--- config.mk ---
export PLATFORM = sky130hd
export DESIGN_NAME = booth_opnd_stage
export DESIGN_NICKNAME = d
export VERILOG_FILES = /design/src/rtl/booth_opnd_stage.sv
export SDC_FILE = /design/constraint.sdc
export NUM_CORES = 1
export LEC_CHECK = 0
export CAP_MARGIN = 20
export CORE_UTILIZATION = 30
export CTS_BUF_LIST = sky130_fd_sc_hd__clkbuf_4 sky130_fd_sc_hd__clkbuf_8
export CTS_CLUSTER_DIAMETER = 80
export DETAILED_ROUTE_END_ITERATION = 6
export GPL_TIMING_DRIVEN = 0
export SLEW_MARGIN = 5
export SYNTH_ARGS = -nofsm -noshare
export SYNTH_HDL_FRONTEND = slang
export SYNTH_SLANG_ARGS = --single-unit
export TNS_END_PERCENT = 100
--- constraint.sdc ---
create_clock -name sys_clk -period 3.55 [get_ports sys_clk]
set_input_delay 0.355 -clock sys_clk [delete_from_list [all_inputs] [get_ports sys_clk]]
set_output_delay 0.355 -clock sys_clk [all_outputs]
set_load 0.02 [all_outputs]
--- src/rtl/booth_opnd_stage.sv ---
// Operand-capture stage ahead of the Booth-4/Wallace multiplier core.
// Registers A (sign-extended), -A and B behind a two-entry valid/ready
// buffer (main + skid) so the core never sees the negation ripple.
module booth_opnd_stage #(
    parameter int WIDTH = 16
) (
    input  logic             sys_clk,
    input  logic             sys_rst_n,
    input  logic             in_valid,
    output logic             in_ready,
    input  logic [WIDTH-1:0] in_a,
    input  logic [WIDTH-1:0] in_b,
    output logic             out_valid,
    input  logic             out_ready,
    output logic [WIDTH:0]   out_a,
    output logic [WIDTH:0]   out_nega,
    output logic [WIDTH-1:0] out_b
);

    // One stored set is {ea, neg, b}
    localparam int DW = 3 * WIDTH + 2;

    typedef enum logic [1:0] {
        EMPTY = 2'd0,
        ONE   = 2'd1,
        TWO   = 2'd2
    } state_t;

    state_t          r_state;
    logic            r_in_ready;
    logic            r_out_valid;
    logic [DW-1:0]   r_main;
    logic [DW-1:0]   r_skid;

    logic [WIDTH:0]  w_ea;
    logic [WIDTH:0]  w_neg;
    logic [WIDTH:0]  w_or;
    logic [DW-1:0]   w_in_data;
    logic            w_in_xfer;
    logic            w_out_xfer;
    logic            w_load_main_in;
    logic            w_load_main_skid;
    logic            w_load_skid;

    // Invert-plus-one negation as an XOR/OR ripple: bits up to and including
    // the lowest set bit pass through, every bit above it is inverted.
    always_comb begin
        w_ea     = {in_a[WIDTH-1], in_a};
        w_neg    = '0;
        w_or     = '0;
        w_neg[0] = w_ea[0];
        w_or[0]  = w_ea[0];
        for (int unsigned i = 1; i <= WIDTH; i++) begin
            w_neg[i] = w_ea[i] ^ w_or[i-1];
            w_or[i]  = w_ea[i] | w_or[i-1];
        end
        w_in_data = {w_ea, w_neg, in_b};
    end

    // Handshake decode and register load enables
    always_comb begin
        w_in_xfer        = in_valid & r_in_ready;
        w_out_xfer       = r_out_valid & out_ready;
        w_load_main_in   = w_in_xfer & ((r_state == EMPTY) | w_out_xfer);
        w_load_skid      = w_in_xfer & (r_state == ONE) & ~w_out_xfer;
        w_load_main_skid = (r_state == TWO) & w_out_xfer;
    end

    // Occupancy FSM with registered in_ready/out_valid
    always_ff @(posedge sys_clk or negedge sys_rst_n) begin
        if (!sys_rst_n) begin
            r_state     <= EMPTY;
            r_in_ready  <= 1'b1;
            r_out_valid <= 1'b0;
        end else begin
            case (r_state)
                EMPTY: begin
                    if (w_in_xfer) begin
                        r_state     <= ONE;
                        r_out_valid <= 1'b1;
                        r_in_ready  <= 1'b1;
                    end
                end
                ONE: begin
                    if (w_out_xfer && !w_in_xfer) begin
                        r_state     <= EMPTY;
                        r_out_valid <= 1'b0;
                        r_in_ready  <= 1'b1;
                    end else if (w_in_xfer && !w_out_xfer) begin
                        r_state     <= TWO;
                        r_out_valid <= 1'b1;
                        r_in_ready  <= 1'b0;
                    end
                end
                TWO: begin
                    if (w_out_xfer) begin
                        r_state     <= ONE;
                        r_out_valid <= 1'b1;
                        r_in_ready  <= 1'b1;
                    end
                end
                default: begin
                    r_state     <= EMPTY;
                    r_out_valid <= 1'b0;
                    r_in_ready  <= 1'b1;
                end
            endcase
        end
    end

    // Main and skid data registers; skid only fills when the core stalls
    always_ff @(posedge sys_clk or negedge sys_rst_n) begin
        if (!sys_rst_n) begin
            r_main <= '0;
            r_skid <= '0;
        end else begin
            if (w_load_main_in) begin
                r_main <= w_in_data;
            end else if (w_load_main_skid) begin
                r_main <= r_skid;
            end
            if (w_load_skid) begin
                r_skid <= w_in_data;
            end
        end
    end

    assign in_ready  = r_in_ready;
    assign out_valid = r_out_valid;
    assign out_a     = r_main[DW-1 -: WIDTH+1];
    assign out_nega  = r_main[WIDTH +: WIDTH+1];
    assign out_b     = r_main[WIDTH-1:0];

endmodule

==> impl.org <==
** Finish
- The repair_antennas step left the layout with diodes totalling 0.
- Share of post-route cells with drive strength above 1 :: 35.1%
- For this run, the post-layout net count is 465.
- The finished cells cover 6000 um2.
- The area growth from synthesis to layout is 29.3%.
- Cells fill 39.6% of the core in the end.

** STA
- Static timing analysis puts the maximum clock frequency at 297 MHz.
- Headroom to the max-slew limit came out at 58.2%.
- The number of hold violations in the final report came to 0.
- Max-slew violations :: 0
- At the pin with the least slew margin, the transition time is 0.627 ns.
- Setup repair after global routing left no endpoint under its margin.
- Setup violations remaining at the end of the flow were counted as 0.
- Ratio of final minimum period to clock period :: 94.9%
- Worst hold margin :: 0.364 ns
- For the finished layout, the period the worst path requires is 3.37 ns.
- Clock skew on the completed layout was measured at 0.00714 ns.
- Smallest setup slack after layout :: 0.181 ns

** Synthesis
- Of the total synthesized cell area, the portion taken by full adders, half adders and majority gates is 4.26%.
- Mapped Area :: 4640 um2
- Synthesized area per cell :: 14.8 um2
- Async set-or-reset flop fraction in the synthesized netlist :: 100%
- Net Count, Synth :: 365
- Post-synthesis register bit count :: 100
- Synthesized instance count :: 314
- The portion of synthesized area spent on multiplexers is 34.4%.
- Synthesis instantiated 23 different standard cells from the library.
- Fraction of the mapped netlist area in simple logic gates :: 1.81%
- The synthesized netlist devotes 0.944% of its cell area to compound gates.
- By area, the combinational part of the netlist is dominated by multiplexers.
- Sequential elements use 54.0% of the synthesized area.
- In this run, synthesis inferred 0 flip-flops with an integrated enable.
- Of the total synthesized cell area, the portion taken by XOR and XNOR cells is 0%.
- Primary FF master, synth :: dfrtp_1
- Yosys warning count :: 0

** Drt
- Residual DRC count :: 0
- Top metal layer carrying routed signals :: met4
- Met1 layer wirelength in the final routing :: 4140 um
- Wire segments on met2 add up to 4840 um in the final route.
- Count of vias placed by the detailed router :: 2787
- The first routing iteration left 52 violations.
- Met3 wire length :: 467 um
- Wires add up to 9600 um.
- Once detail routing completed, the nets flagged for antenna violations numbered 0.
- Via density per instance :: 4.59
- DR WL/cell :: 15.8 um
- The first detailed-routing pass took 4 iterations.

** Floorplan
- The region available for standard cell placement spans 15100 um2.
- In this run the count of I/O pins placed on the die edge is 88.
- The floorplan has 45 rows.
- The initial utilization of the core area, before any placement, comes to 30.6%.
- In this run the horizontal extent of the chip is 126 um.
- The die covers 16000 um2.
- In this run the vertical extent of the chip is 126 um.

** Setup path
- Capturing element type of the critical path :: flip-flop
- CP startpoint kind :: input port
- Data on the critical path is required at its endpoint by 3.85 ns.
- Max Fanout on Critical Path :: 2
- STA puts the critical path data arrival time at 3.67 ns.
- The worst setup path is of the input port to flip-flop kind.

** Clocking
- The tree is rooted in a clkbuf_8.
- At the later pin of the worst-skew pair, clock insertion delay measures 0.38 ns.
- Clock-pin slew was measured on the worst setup and hold paths at 0.09 ns.
- TritonCTS built the clock tree.
- Counting every sink on the clock net gives 100.
- CTS Buf Count :: 9
- The H-tree was split into 3 levels.
- Post-CTS setup buffers :: 0
- In this run the deepest clock path goes through 2 buffers.

** Place
- The HPWL after detailed placement is 6810 um.
- Prior to clock tree synthesis, the placed netlist has a worst setup slack of -0.571 ns.
- Buffers added on ports :: 87
- Summing all placed instances gives a cell area of 5770 um2.
- Weighted congestion at the end of routability-driven global placement :: 0.666

** Run
- Max-cap violations in this run came to 0.

** Power and ir drop
- Sw frac :: 22.0%
- Internal portion of total power :: 1.55 mW
- Registers are responsible for 57.1% of the overall power.
- Summed over all cells, the static leakage comes to 3.19 nW.
- Per report_power, the combinational group accounts for 4.7% of the total.
- Portion of total power attributed to the clock network :: 38.2%
- Summed over all nets, the switching power comes to 438 uW.
- PnR Total Power :: 1.99 mW
- Power Dens Cells :: 332 nW/um2
- VDD sags by at most 0.168 mV.

** Global route
- Wire length of the first global-routing pass :: 16100 um
- Number of global-route vias before repair :: 3099
- Entering global routing, the biggest net connects 57 pins.
- Global routing used 13.3% of the available tracks across all layers.
- The total overflow left after global routing is 0.
- The number of antenna violations at the first check in global routing was 0.

** Run status
- Outcome :: completed

** Min path
- The min-delay analysis places its worst path in the category input port to flip-flop.
[cell type report]
| cell class | count | area, um2 |
|---|---|---|
| sequential | 100 | 2500 |
| buffer | 18 | 141 |
| inverter | 19 | 71.3 |
| tap | 188 | 235 |
| timing repair buffer | 89 | 903 |
| multi-input combinational | 177 | 1940 |
| clock buffer | 12 | 159 |
| fill | 1404 | 9150 |
| clock inverter | 4 | 47.5 |
[per-stage QoR]
stage / setup TNS, ns / cells
6_report: 0 / 607
5_1_grt: 0 / 607
4_1_cts: 0 / 607
3_5_place_dp: -3.92 / 590
3_3_place_gp: -168.08 / 589
2_1_floorplan: 0 / 314
[cell usage after synthesis (2+ instances only)]
cell type   n  area [um2]
o21a_1      2        15.0
dfrtp_1    99        2480
mux2i_1    37         370
buf_2       5        25.0
buf_4       8        60.1
o22ai_1     2        12.5
mux2_2     99        1110
buf_6       5        56.3
mux2_1     10         113
and2_1      2        12.5
inv_1      19        71.3
ha_1       15         188
[power groups by stage]
stage,clock network [mW],logic [mW],registers [mW]
after floorplan,0,0.0161,1.16
after global placement,0,0.0880,1.16
after detailed placement,0,0.0950,1.16
after CTS,0.799,0.0963,1.14
after global routing,0.847,0.106,1.14
final,0.761,0.0936,1.14
[routing by layer]
layer  GRT usage (%)  vias to the layer above
met3            3.63                       11
met5               0                        -
met2            22.4                       59
met1            15.8                     1419
met4            6.17                        0
li1                -                     1298
[state kept, by name, indices dropped and copies added, names as in the netlist]
| name | flops |
|---|---|
| in_ready | 1 |
| out_valid | 1 |
| r_state | 2 |
| r_main | 48 |
| r_skid | 48 |
[worst paths after layout]
path	slack, ns	cells after the start	end	start
setup reg to reg	1.60	5	r_main[30]$_DFFE_PN0P_	out_valid$_DFFE_PN0P_
setup / recovery	0.18	18	r_skid[31]$_DFFE_PN0P_	in_a[2]
hold reg to reg	0.49	1	r_skid[32]$_DFFE_PN0P_	r_skid[32]$_DFFE_PN0P_
hold / removal	0.36	2	r_skid[34]$_DFFE_PN0P_	in_a[1]
min in group asynchronous	0.51	2	r_main[10]$_DFFE_PN0P_	sys_rst_n
max in group asynchronous	2.35	3	r_skid[48]$_DFFE_PN0P_	sys_rst_n
[kinds of logic after synthesis]
logic type,count (synthesis)
buffers and inverters,37
DFF,100
adders and majority gates,16
AOI/OAI and AO/OA,6
muxes,146
and+or+nand+nor,9
[cells in the final DEF, fill, tap and decap left out]
cell	synthesis	routed
mux2_2	99	99
dfrtp_1	99	99
clkdlybuf4s50_1	0	84
mux2i_1	37	37
inv_1	19	17
clkbuf_8	0	11
mux2_1	10	10
ha_1	15	10
buf_4	8	9
buf_6	5	5
buf_2	5	5
ha_2	0	5
inv_2	0	2
and2_1	2	2
o22ai_1	2	2
o21a_1	2	2
clkinv_2	0	2
dlygate4sd2_1	0	2
nand2_1	1	1
a21boi_2	1	1
nor3b_4	1	1
nand4b_4	1	1
nor2_1	1	1
o21ai_1	1	1
nor3b_1	1	1
or2_2	1	1
maj3_1	1	1
nand3b_1	1	1
bufinv_16	0	1
clkinvlp_4	0	1
clkbuf_4	0	1
dlygate4sd3_1	0	1
dfstp_2	1	1
buf_16	0	1
[worst max-delay path, cell delays in order]
cell,delay (ns)
clkdlybuf4s50_1,0.48
inv_1,0.06
ha_2,0.19
ha_2,0.17
ha_1,0.18
ha_1,0.18
ha_1,0.18
ha_1,0.19
ha_2,0.17
ha_1,0.18
ha_1,0.18
ha_1,0.18
ha_1,0.18
ha_2,0.17
ha_1,0.17
inv_1,0.05
ha_1,0.24
mux2i_1,0.16
[what timing repair did]
action	4_1_cts	5_1_grt
hold endpoints to repair	29	0
hold buffers	1	0
endpoints found under the setup margin	6	2
gates resized for setup	7	2
(Power assumes the default switching activity.)
